$ cat src/rtl/hcsr04_emulator.sv
// HC-SR04 ultrasonic sensor responder.
// Checks the width of each trigger pulse. After an accepted trigger it waits
// for the emulated burst time, then drives an echo pulse whose width encodes
// the programmed distance. A holdoff window follows every echo.
module hcsr04_emulator #(
    parameter int TRIG_MIN_CYCLES = 500,
    parameter int BURST_CYCLES    = 10000,
    parameter int CYCLES_PER_CM   = 2941,
    parameter int TIMEOUT_CYCLES  = 1900000,
    parameter int HOLDOFF_CYCLES  = 3000000
) (
    input  logic       clock,
    input  logic       reset,
    input  logic       enable,
    input  logic       trigger,
    input  logic [8:0] distance_cm,
    input  logic       no_object,
    output logic       echo,
    output logic       busy,
    output logic       trig_error,
    output logic [3:0] db_estado
);

    // The echo width register must hold the larger of the timeout width and
    // the width for the farthest in-range distance, without wrapping.
    localparam int MAX_RANGE_W = 400 * CYCLES_PER_CM;
    localparam int MAX_W = (TIMEOUT_CYCLES > MAX_RANGE_W) ? TIMEOUT_CYCLES : MAX_RANGE_W;
    localparam int W_W   = $clog2(MAX_W + 1);

    // A single counter serves every state, so it must reach the largest
    // terminal count of any of them.
    localparam int MAX_A   = (MAX_W > HOLDOFF_CYCLES) ? MAX_W : HOLDOFF_CYCLES;
    localparam int MAX_B   = (BURST_CYCLES > TRIG_MIN_CYCLES) ? BURST_CYCLES : TRIG_MIN_CYCLES;
    localparam int MAX_CNT = (MAX_A > MAX_B) ? MAX_A : MAX_B;
    localparam int CNT_W   = $clog2(MAX_CNT + 1);

    localparam logic [CNT_W-1:0] TRIG_MIN   = CNT_W'(TRIG_MIN_CYCLES);
    localparam logic [CNT_W-1:0] BURST_LAST = CNT_W'(BURST_CYCLES - 1);
    localparam logic [CNT_W-1:0] HOLD_LAST  = CNT_W'(HOLDOFF_CYCLES - 1);
    localparam logic [CNT_W-1:0] CNT_ONE    = CNT_W'(1);

    typedef enum logic [2:0] {
        S_IDLE  = 3'd0,
        S_TRIG  = 3'd1,
        S_BURST = 3'd2,
        S_ECHO  = 3'd3,
        S_HOLD  = 3'd4
    } state_t;

    state_t           state, state_next;
    logic [CNT_W-1:0] cnt, cnt_next;
    logic [CNT_W-1:0] width_last, width_next;
    logic             echo_next;
    logic             trig_error_next;
    logic             ts_meta, ts, ts_prev;
    logic [8:0]       dist_eff;
    logic [W_W-1:0]   w_calc;

    // Bring the raw trigger pin into the clock domain and keep the previous
    // synchronized value so idle only reacts to a genuine rising edge.
    always_ff @(posedge clock or posedge reset) begin
        if (reset) begin
            ts_meta <= 1'b0;
            ts      <= 1'b0;
            ts_prev <= 1'b0;
        end else begin
            ts_meta <= trigger;
            ts      <= ts_meta;
            ts_prev <= ts;
        end
    end

    // Echo width from the distance inputs; sampled only when a trigger is
    // accepted, so later input changes cannot disturb a measurement.
    always_comb begin
        dist_eff = (distance_cm < 9'd2) ? 9'd2 : distance_cm;
        if (no_object || (distance_cm > 9'd400)) begin
            w_calc = W_W'(TIMEOUT_CYCLES);
        end else begin
            w_calc = W_W'(dist_eff) * W_W'(CYCLES_PER_CM);
        end
    end

    // Next-state logic: trigger qualification, burst wait, echo, holdoff.
    always_comb begin
        state_next      = state;
        cnt_next        = cnt;
        width_next      = width_last;
        echo_next       = 1'b0;
        trig_error_next = 1'b0;
        if (!enable) begin
            state_next = S_IDLE;
            cnt_next   = '0;
            width_next = '0;
        end else begin
            case (state)
                S_IDLE: begin
                    cnt_next = '0;
                    if (ts && !ts_prev) begin
                        state_next = S_TRIG;
                        cnt_next   = CNT_ONE;
                    end
                end
                S_TRIG: begin
                    if (ts) begin
                        if (cnt < TRIG_MIN) begin
                            cnt_next = cnt + CNT_ONE;
                        end
                    end else if (cnt >= TRIG_MIN) begin
                        state_next = S_BURST;
                        cnt_next   = '0;
                        width_next = CNT_W'(w_calc) - CNT_ONE;
                    end else begin
                        state_next      = S_IDLE;
                        cnt_next        = '0;
                        trig_error_next = 1'b1;
                    end
                end
                S_BURST: begin
                    if (cnt == BURST_LAST) begin
                        state_next = S_ECHO;
                        cnt_next   = '0;
                        echo_next  = 1'b1;
                    end else begin
                        cnt_next = cnt + CNT_ONE;
                    end
                end
                S_ECHO: begin
                    if (cnt == width_last) begin
                        state_next = S_HOLD;
                        cnt_next   = '0;
                    end else begin
                        cnt_next  = cnt + CNT_ONE;
                        echo_next = 1'b1;
                    end
                end
                S_HOLD: begin
                    if (cnt == HOLD_LAST) begin
                        state_next = S_IDLE;
                        cnt_next   = '0;
                    end else begin
                        cnt_next = cnt + CNT_ONE;
                    end
                end
                default: begin
                    state_next = S_IDLE;
                    cnt_next   = '0;
                end
            endcase
        end
    end

    // State, counter and registered pin outputs.
    always_ff @(posedge clock or posedge reset) begin
        if (reset) begin
            state      <= S_IDLE;
            cnt        <= '0;
            width_last <= '0;
            echo       <= 1'b0;
            trig_error <= 1'b0;
        end else begin
            state      <= state_next;
            cnt        <= cnt_next;
            width_last <= width_next;
            echo       <= echo_next;
            trig_error <= trig_error_next;
        end
    end

    assign busy = (state != S_IDLE);

    // Debug code for the current state; any stray encoding shows as 1110.
    always_comb begin
        case (state)
            S_IDLE:  db_estado = 4'b0000;
            S_TRIG:  db_estado = 4'b0001;
            S_BURST: db_estado = 4'b0010;
            S_ECHO:  db_estado = 4'b0011;
            S_HOLD:  db_estado = 4'b0100;
            default: db_estado = 4'b1110;
        endcase
    end

endmodule

$ cat config.mk
export PLATFORM = sky130hd
export DESIGN_NAME = hcsr04_emulator
export DESIGN_NICKNAME = d
export VERILOG_FILES = /design/src/rtl/hcsr04_emulator.sv
export SDC_FILE = /design/constraint.sdc
export NUM_CORES = 1
export LEC_CHECK = 0
export ABC_AREA = 1
export BUFFER_PORTS_ARGS = -buffer_cell sky130_fd_sc_hd__buf_2
export CORE_MARGIN = 1.5
export CORE_UTILIZATION = 60
export CTS_CLUSTER_DIAMETER = 30
export CTS_CLUSTER_SIZE = 20
export DETAILED_ROUTE_END_ITERATION = 7
export PLACE_DENSITY = 0.74
export SYNTH_ARGS = -nofsm -noshare
export SYNTH_HDL_FRONTEND = slang
export SYNTH_SLANG_ARGS = --single-unit
export TNS_END_PERCENT = 1
$ cat constraint.sdc
create_clock -name clock -period 2.9 [get_ports clock]
set_clock_uncertainty 0.2 [all_clocks]
set_input_delay 0.58 -clock clock [delete_from_list [all_inputs] [get_ports clock]]
set_output_delay 0.58 -clock clock [all_outputs]
set_load 0.02 [all_outputs]
==> results of run 1 <==
-- what timing repair did --
action                                  in CTS  in global routing
setup buffers                                3                  5
endpoints found under the setup margin      19                 19
pin swaps                                   38                 38
gates resized for setup                     63                 41
-- worst min-delay path by stage --
stage	slack (ps)	cells after the start	endpoint	start
CTS	160	1	ts_meta$_DFF_PP0_	trigger
detailed placement	140	0	ts$_DFF_PP0_	ts_meta$_DFF_PP0_
global placement	130	0	ts$_DFF_PP0_	ts_meta$_DFF_PP0_
global route	150	1	ts_meta$_DFF_PP0_	trigger
floorplan	130	0	ts$_DFF_PP0_	ts_meta$_DFF_PP0_
finish	160	0	ts$_DFF_PP0_	ts_meta$_DFF_PP0_
-- routing by layer --
layer / GRT usage / vias to the layer above / share of wire
li1: - / 2920 / -
met1: 0.316 / 2788 / 0.37
met2: 0.607 / 146 / 0.54
met3: 0.0277 / 65 / 0.028
met4: 0.180 / 0 / 0.055
met5: 0 / - / 0
-- logic make-up after synthesis --
| kind of cell | count (synthesis) |
|---|---|
| XOR/XNOR | 27 |
| AO/OA/AOI/OAI | 77 |
| AND/OR/NAND/NOR | 409 |
| flip-flops | 52 |
| buffers and inverters | 191 |
| adder cells (fa/ha/maj) | 88 |
-- through the flow --
stage | hold slack, ps | cells | power (mW) | TNS [ps]
6_report | 164 | 1100 | 7.14 | -34310
5_1_grt | 153 | 1100 | 7.80 | -38280
4_1_cts | 160 | 1095 | 6.72 | -32280
3_5_place_dp | 138 | 1084 | 5.76 | -40470
3_3_place_gp | 133 | 1084 | 5.56 | -38920
2_1_floorplan | 131 | 844 | 4.09 | -32000
-- layout by cell type (no fill, tap or decap), types with 4 or more instances in the layout --
| cell | Yosys | routed |
|---|---|---|
| a21oi_1 | 30 | 24 |
| a21oi_2 | 1 | 6 |
| a31oi_1 | 5 | 5 |
| buf_2 | 3 | 18 |
| buf_4 | 4 | 106 |
| clkbuf_8 | 0 | 6 |
| dfrtp_1 | 52 | 52 |
| fa_1 | 37 | 33 |
| fa_2 | 0 | 4 |
| ha_1 | 51 | 32 |
| ha_4 | 0 | 17 |
| inv_1 | 167 | 145 |
| inv_2 | 10 | 28 |
| nand2_1 | 165 | 134 |
| nand2_2 | 12 | 39 |
| nand2_4 | 3 | 7 |
| nand3_1 | 60 | 51 |
| nand3_2 | 7 | 15 |
| nand4_1 | 21 | 21 |
| nor2_1 | 76 | 65 |
| nor2_2 | 13 | 17 |
| nor2_4 | 6 | 13 |
| nor3_1 | 21 | 20 |
| nor4_1 | 8 | 8 |
| o211ai_1 | 5 | 5 |
| o21ai_0 | 8 | 6 |
| o21ai_1 | 18 | 19 |
| o22ai_1 | 5 | 5 |
| xnor2_1 | 11 | 11 |
| xor2_1 | 16 | 15 |
-- Yosys cell counts (2+ instances only) --
cell	count
nor3b_1	2
buf_6	3
nand3b_1	3
a31oi_1	5
nand4_1	21
xor2_1	16
inv_1	167
dfrtp_1	52
o22ai_1	5
nor4_1	8
nor2_1	76
fa_1	37
nand2_2	12
xnor2_1	11
inv_2	10
a21oi_1	30
nor2_4	6
o211ai_1	5
buf_4	4
o21ai_0	8
clkbuf_2	2
nand3_2	7
or2_2	3
buf_2	3
nor2_2	13
nand2_4	3
nand3_1	60
nand2_1	165
ha_1	51
nor3_1	21
o21ai_1	18
-- sequential cells by signal, indices dropped and copies added, names as in the netlist --
| signal | count |
|---|---|
| cnt | 22 |
| width_last | 22 |
| state | 3 |
| echo | 1 |
| trig_error | 1 |
| ts | 1 |
| ts_meta | 1 |
| ts_prev | 1 |
-- area by class of cell --
class                   count  share of cell area
well taps                 133              0.0216
repair buffers            128               0.122
multi-input cells         601               0.587
flip-flops and latches     52               0.169
clock buffers               8              0.0117
inverters                 178              0.0898
-- power breakdown --
group          internal, mW  switching (mW)
Combinational          2.66            3.32
Sequential            0.732         0.00749
Clock                 0.195           0.229
==> flow_summary.json, run 1 <==
{
  "grt-ovfl-total": 0,
  "worstRegToRegCells": 9,
  "synth_compound_area_frac": 0.0713,
  "worstMarginPinSlew_ps": 646,
  "clock.fmax_ghz": 0.197,
  "synth_cells": 844,
  "reg2reg_to": "cnt[15]$_DFFE_PP0P_",
  "synth_fa_ha_area_frac": 0.227,
  "rsz0062_at_grt": "yes",
  "synthTopCellsByArea": "dfrtp_1 21%, fa_1 12%, ha_1 10%, inv_1 10%, nand2_1 10%",
  "synthSimpleGateAreaFrac": 0.325,
  "diodes": 0,
  "vias": 5919,
  "antenna_found_initial": 0,
  "finalHoldViolCount": 0,
  "fin_crit_sh": 1.75,
  "synth_seq_area_share": 0.214,
  "design_area_mm2": 0.00772,
  "dp_hpwl_mm": 12.9,
  "dr.pass1.iters": 5,
  "violations": "setup timing",
  "cp-endpoint": "width_last[15]$_DFFE_PP0P_",
  "drtIter0Drc": 235,
  "clk_pin_slew_worst_paths_ps": 90,
  "rows": 36,
  "coreArea_mm2": 0.00982,
  "synth_flop_cell": "dfrtp_1",
  "fillerInstances": 734,
  "power_density_mw_per_mm2": 925,
  "die_area_mm2": 0.0108,
  "viasPerCell": 5.38,
  "seqCellArea_mm2": 0.00130,
  "synth_xor_area_frac": 0.0388,
  "critPathKind": "input pin to flop",
  "htree_levels": 2,
  "place_congestion": 1.02,
  "wl_per_cell_um": 14.8,
  "end_kind": "flop",
  "async_flop_share": 1.00,
  "synth_edf_count": 0,
  "status": "finished, violations left",
  "clk_latency_ps": 310,
  "grt_util_all_layers": 0.309,
  "dpl_worst_slack_ps": -2550,
  "portBuffers": 20,
  "synth_area_mm2": 0.00609,
  "drc_errors": 0,
  "fin_util": 0.786,
  "grt_pass1_wl_mm": 26.9,
  "cts_tree": "yes",
  "die_y_um": 104,
  "postRouteAntennaNets": 0,
  "grt_pass1_vias": 6140,
  "arrival_ps": 5090,
  "routed_wl_mm": 16.2,
  "ys_seq_elements": 52,
  "worstSetupStartpoint": "distance_cm[7]",
  "synth_nets": 946,
  "critPathRequiredTime_ps": 2910,
  "numClockSinks": 52,
  "worst-path-buf-inv": 8,
  "grt_max_degree": 53,
  "crit_slowest_cell": "fa_1",
  "cts_max_path_buffers": 2,
  "layout_setup_ws_ps": -2190,
  "finalNetCount": 1068,
  "setup_viol_count_final": 19,
  "synth_area_per_cell_um2": 7.21,
  "final_max_slew_viol_count": 0,
  "holdCritPathClass": "flop to flop",
  "leakage_nw": 3.86,
  "synth_top_area_frac": 0.214,
  "peakVddDrop_uv": 549,
  "synth.mux.area_fraction": 0,
  "slowest_delay_ps": 530,
  "cpMostUsedCell": "nand2_2",
  "cp.depth": 31,
  "crit_fanout": 6,
  "drv_cap": 0,
  "area_growth_pct": 26.8,
  "cts_buffers": 5,
  "io_pins": 21,
  "startpoint_type": "input pin",
  "root_buffer": "clkbuf_8",
  "placed_area_mm2": 0.00718,
  "rrSetupSlack_ps": 430,
  "multi_input_area_mm2": 0.00453,
  "drive_above_1_share": 0.314,
  "max_slew_margin": 0.569,
  "rr_startpoint": "cnt[9]$_DFFE_PP0P_",
  "synth_top_family_by_area": "simple AND/OR/NAND/NOR gates",
  "crit_family": "adder cells",
  "post-synth-top-area-cell": "dfrtp_1",
  "cts_hold_buffers": 0,
  "layout_min_cycle_time_ps": 5090,
  "die_x_um": 104,
  "start_util": 0.620,
  "yosysUniqueCellTypes": 48,
  "ys_warn_count": 0
}
No activity file was read; power rests on OpenSTA's default activity.
==> run 2, diff against run 1 <==
--- a/config.mk
+++ b/config.mk
@@ -7,12 +7,12 @@
 export LEC_CHECK = 0
 export ABC_AREA = 1
 export BUFFER_PORTS_ARGS = -buffer_cell sky130_fd_sc_hd__buf_2
-export CORE_MARGIN = 1.5
 export CORE_UTILIZATION = 60
 export CTS_CLUSTER_DIAMETER = 30
 export CTS_CLUSTER_SIZE = 20
 export DETAILED_ROUTE_END_ITERATION = 7
 export PLACE_DENSITY = 0.74
+export SKIP_CTS_REPAIR_TIMING = 1
 export SYNTH_ARGS = -nofsm -noshare
 export SYNTH_HDL_FRONTEND = slang
 export SYNTH_SLANG_ARGS = --single-unit
==> run 2 against run 1 <==
The flow still finishes with violations (setup timing). Utilization shrank 1.3 points. Combinational power is 2% lower. Global-route usage rose by 0.44 points. Final area is 1.6% lower. Sequential power is essentially flat. Via count decreased by 1.4%. Maximum frequency about the same. Total power is 1.7% lower. Final cell count fell by 0.45%. Critical path depth fell by 1. Largest cell class unchanged. Largest power group unchanged. Highest routed layer unchanged.
==> flow_summary.json, run 2 (same netlist as run 1, synthesis figures left out) <==
{
  "status": "finished, violations left",
  "violations": "setup timing",
  "switching_share": 0.496,
  "mostFrequentLayoutCell": "inv_1",
  "final_max_slew_viol_count": 0,
  "grt_util_all_layers": 0.314,
  "fin_crit_sh": 1.75,
  "pwr-share-clk": 0.063,
  "hold_slack_ps": 149,
  "drc_errors": 0,
  "area_growth_pct": 24.7,
  "die_x_um": 103,
  "io_pins": 21,
  "layout_min_cycle_time_ps": 5090,
  "met1Wirelength_mm": 5.82,
  "numClockSinks": 52,
  "end_kind": "flop",
  "layout_setup_ws_ps": -2190,
  "route.met3.wl_um": 462,
  "layout_common_cells": "152 x inv_1, 142 x nand2_1, 105 x buf_4, 66 x nor2_1, 53 x nand3_1",
  "antenna_found_initial": 0,
  "rsz0062_at_grt": "yes",
  "design_area_mm2": 0.00759,
  "die_area_mm2": 0.0106,
  "clock.fmax_ghz": 0.197,
  "worstRegToRegCells": 9,
  "drtIter0Drc": 200,
  "grt-ovfl-total": 0,
  "clk_pin_slew_worst_paths_ps": 90,
  "internal_power_mw": 3.54,
  "critPathRequiredTime_ps": 2900,
  "dp_hpwl_mm": 12.7,
  "fin_util": 0.773,
  "min_path_cells": 0,
  "sequentialPowerShare": 0.105,
  "power_density_mw_per_mm2": 924,
  "start_util": 0.620,
  "slowest_delay_ps": 540,
  "drv_cap": 0,
  "peakVddDrop_uv": 729,
  "drive_above_1_share": 0.291,
  "placed_area_mm2": 0.00718,
  "leakage_nw": 3.85,
  "maxUsedRoutingLayer": "met4",
  "root_buffer": "clkbuf_8",
  "holdCritPathClass": "flop to flop",
  "routed_wl_mm": 15.5,
  "setup-tns-final_ps": -33810,
  "power_frac_comb": 0.832,
  "finalNetCount": 1064,
  "stdcell_count": 1095,
  "worstMarginPinSlew_ps": 634,
  "startpoint_type": "input pin",
  "cts_buffers": 5,
  "cts_max_path_buffers": 2,
  "dpl.cell_count": 1084,
  "postRouteAntennaNets": 0,
  "cpMostUsedCell": "nand2_2",
  "cts_tree": "yes",
  "portBuffers": 20,
  "grt_pass1_wl_mm": 25.5,
  "place_congestion": 1.00,
  "clk_latency_ps": 320,
  "reg_top3": "cnt: 22 flops, width_last: 22 flops, state: 3 flops",
  "dr_wl_met2_mm": 8.37,
  "grt_pass1_vias": 5867,
  "crit_fanout": 6,
  "htree_levels": 2,
  "dr.pass1.iters": 5,
  "coreArea_mm2": 0.00982,
  "arrival_ps": 5080,
  "grt_max_degree": 53,
  "vias": 5837,
  "rows": 36,
  "crit_slowest_cell": "fa_1",
  "diodes": 0,
  "wl_per_cell_um": 14.2,
  "setup_viol_count_final": 19,
  "switching_power_mw": 3.48,
  "viasPerCell": 5.33,
  "die_y_um": 103,
  "dpl_worst_slack_ps": -2560,
  "finalHoldViolCount": 0,
  "max_slew_margin": 0.577,
  "critPathKind": "input pin to flop",
  "p_total_mw": 7.01
}
## run 2: per-layer routing
metal | vias to the layer above | global-route usage
li1 | 2914 | -
met1 | 2704 | 0.321
met2 | 155 | 0.604
met3 | 64 | 0.0373
met4 | 0 | 0.192
met5 | - | 0
## run 2: final timing paths
check,from,slack [ps],end
worst max-delay path,distance_cm[8],-2190,width_last[19]$_DFFE_PP0P_
worst min-delay path,ts_meta$_DFF_PP0_,150,ts$_DFF_PP0_
worst max register to register,cnt[9]$_DFFE_PP0P_,390,cnt[15]$_DFFE_PP0P_
worst min register to register,ts_meta$_DFF_PP0_,150,ts$_DFF_PP0_
max in group asynchronous,reset,1850,width_last[14]$_DFFE_PP0P_
min in group asynchronous,reset,220,cnt[4]$_DFFE_PP0P_
## run 2: critical path, delay by kind of cell
kind | cells | cell delay [ps]
compound gates | 2 | 300
buf+inv | 8 | 670
fa+ha+maj | 6 | 2290
simple gates | 14 | 1220
## run 2: power groups by stage
stage / combinational [mW] / sequential, mW / clock [mW]
after global routing: 6.49 / 0.741 / 0.479
after CTS: 5.01 / 0.739 / 0.453
after floorplan: 3.34 / 0.753 / 0
after detailed placement: 4.99 / 0.754 / 0
after global placement: 4.81 / 0.754 / 0
final: 5.83 / 0.740 / 0.442
## run 2: area by class of cell
type | count | area [µm²]
inverter | 178 | 688
tap | 133 | 166
clock buffer | 7 | 96.3
multi-input combinational | 601 | 4450
timing repair buffer | 124 | 890
fill | 750 | 2230
sequential | 52 | 1300
==> run 3, diff against run 2 <==
--- a/config.mk
+++ b/config.mk
@@ -7,6 +7,8 @@
 export LEC_CHECK = 0
 export ABC_AREA = 1
 export BUFFER_PORTS_ARGS = -buffer_cell sky130_fd_sc_hd__buf_2
+export CORE_ASPECT_RATIO = 1.4
+export CORE_MARGIN = 8
 export CORE_UTILIZATION = 60
 export CTS_CLUSTER_DIAMETER = 30
 export CTS_CLUSTER_SIZE = 20
==> run 3 against run 2 <==
The run still ends with setup timing left. Total power is 4.0% higher. Count of clock-buffer cells in the layout unchanged. Final cell count is 0.82% higher. Sequential cell count unchanged. Critical path depth fell by 1. Critical path type unchanged. Critical endpoint is now width_last[20]$_DFFE_PP0P_.
==> flow_summary.json, run 3 (same netlist as run 1, synthesis figures left out) <==
{
  "reg2reg_to": "cnt[11]$_DFFE_PP0P_",
  "switching_share": 0.486,
  "worstMarginPinSlew_ps": 499,
  "vias": 6050,
  "routed_wl_mm": 17.4,
  "fillerInstances": 726,
  "final_max_slew_viol_count": 0,
  "io_pins": 21,
  "pwr-share-clk": 0.085,
  "rrSetupSlack_ps": 430,
  "internal_power_mw": 3.75,
  "dp_hpwl_mm": 13.7,
  "grt-ovfl-total": 0,
  "die_area_mm2": 0.0137,
  "grt_pass1_vias": 6127,
  "die_x_um": 101,
  "seqCellArea_mm2": 0.00130,
  "design_area_mm2": 0.00773,
  "violations": "setup timing",
  "arrival_ps": 5210,
  "grt_max_degree": 41,
  "crit_slowest_cell": "fa_1",
  "diodes": 0,
  "power_frac_comb": 0.814,
  "slowest_delay_ps": 560,
  "placed_area_mm2": 0.00724,
  "drive_above_1_share": 0.302,
  "finalHoldViolCount": 0,
  "clk_pin_slew_worst_paths_ps": 70,
  "fin_util": 0.781,
  "mostFrequentLayoutCell": "inv_1",
  "power_density_mw_per_mm2": 943,
  "end_kind": "flop",
  "place_congestion": 0.951,
  "drc_errors": 0,
  "holdCritPathClass": "input pin to asynchronous set/reset pin",
  "grt_pass1_wl_mm": 26.8,
  "startpoint_type": "input pin",
  "cts_max_path_buffers": 2,
  "cts_buffers": 5,
  "layout_common_cells": "153 x inv_1, 141 x nand2_1, 110 x buf_4, 63 x nor2_1",
  "dpl.cell_count": 1093,
  "worstRegToRegCells": 9,
  "fin_crit_sh": 1.80,
  "die_y_um": 135,
  "wl_per_cell_um": 15.8,
  "clock.fmax_ghz": 0.191,
  "rsz0062_at_grt": "yes",
  "layout_setup_ws_ps": -2330,
  "reg_top3": "cnt: 22 flops, width_last: 22 flops, state: 3 flops",
  "antenna_found_initial": 0,
  "numClockSinks": 52,
  "critPathRequiredTime_ps": 2880,
  "postRouteAntennaNets": 0,
  "cpMostUsedCell": "nand2_1",
  "cts_tree": "yes",
  "root_buffer": "clkbuf_16",
  "finalNetCount": 1070,
  "multi_input_area_mm2": 0.00450,
  "drv_cap": 0,
  "max_slew_margin": 0.668,
  "sequentialPowerShare": 0.102,
  "rows": 43,
  "setup_viol_count_final": 19,
  "start_util": 0.615,
  "portBuffers": 20,
  "area_growth_pct": 27.0,
  "layout_min_cycle_time_ps": 5230,
  "dr.pass1.iters": 5,
  "rr_startpoint": "cnt[18]$_DFFE_PP0P_",
  "dpl_worst_slack_ps": -2680,
  "peakVddDrop_uv": 573,
  "critPathKind": "input pin to flop",
  "status": "finished, violations left",
  "viasPerCell": 5.48,
  "clk_latency_ps": 300,
  "coreArea_mm2": 0.00990,
  "htree_levels": 2,
  "stdcell_count": 1104,
  "drtIter0Drc": 277,
  "crit_fanout": 5,
  "leakage_nw": 3.91,
  "p_total_mw": 7.29,
  "switching_power_mw": 3.54,
  "grt_util_all_layers": 0.247
}
-- run 3: cell count changes in the layout (fill, tap and decap cells not counted), sizes merged --
cell	change
buf	+6
clkinv	+1
clkinvlp	+1
inv	-1
-- run 3: worst max-delay path by stage --
| stage | start | to | slack (ps) |
|---|---|---|---|
| 4_1_cts | distance_cm[8] | width_last[18]$_DFFE_PP0P_ | -2350 |
| 3_5_place_dp | distance_cm[8] | width_last[18]$_DFFE_PP0P_ | -2680 |
| 6_report | distance_cm[7] | width_last[20]$_DFFE_PP0P_ | -2330 |
| 3_3_place_gp | distance_cm[8] | width_last[18]$_DFFE_PP0P_ | -2500 |
| 2_1_floorplan | distance_cm[7] | width_last[18]$_DFFE_PP0P_ | -2140 |
| 5_1_grt | distance_cm[7] | width_last[20]$_DFFE_PP0P_ | -2530 |
-- run 3: power by group through the flow --
| stage | Combinational (mW) | Sequential (mW) | Clock [mW] |
|---|---|---|---|
| after floorplan | 3.34 | 0.753 | 0 |
| after global placement | 4.90 | 0.754 | 0 |
| after detailed placement | 5.09 | 0.754 | 0 |
| after CTS | 5.11 | 0.741 | 0.622 |
| after global routing | 6.55 | 0.742 | 0.658 |
| final | 5.93 | 0.741 | 0.619 |
-- run 3: metrics by stage --
| step | hold WS (ps) | TNS, ps |
|---|---|---|
| after detailed placement | 143 | -41790 |
| after global placement | 135 | -39350 |
| after global routing | 29.0 | -39100 |
| after floorplan | 131 | -32000 |
| after CTS | 18.4 | -35930 |
| final | 7.57 | -35360 |
-- run 3: layout make-up --
type | instances | area share
clock buffers | 7 | 0.0184
clock inverters | 1 | 0.000971
inverters | 178 | 0.0890
multi-input cells | 601 | 0.582
flip-flops and latches | 52 | 0.168
well taps | 135 | 0.0218
repair buffers | 130 | 0.120
-- run 3: worst max-delay path: cells and delay by family --
| family | cells | cell delay [ps] |
|---|---|---|
| simple gates | 16 | 1580 |
| fa+ha+maj | 6 | 2510 |
| buf+inv | 7 | 550 |
-- run 3: routing by layer --
layer,track usage,part of all wire,up-vias
li1,-,-,2920
met1,0.218,0.33,2855
met2,0.476,0.56,185
met3,0.0247,0.028,90
met4,0.216,0.081,0
met5,0,0,-
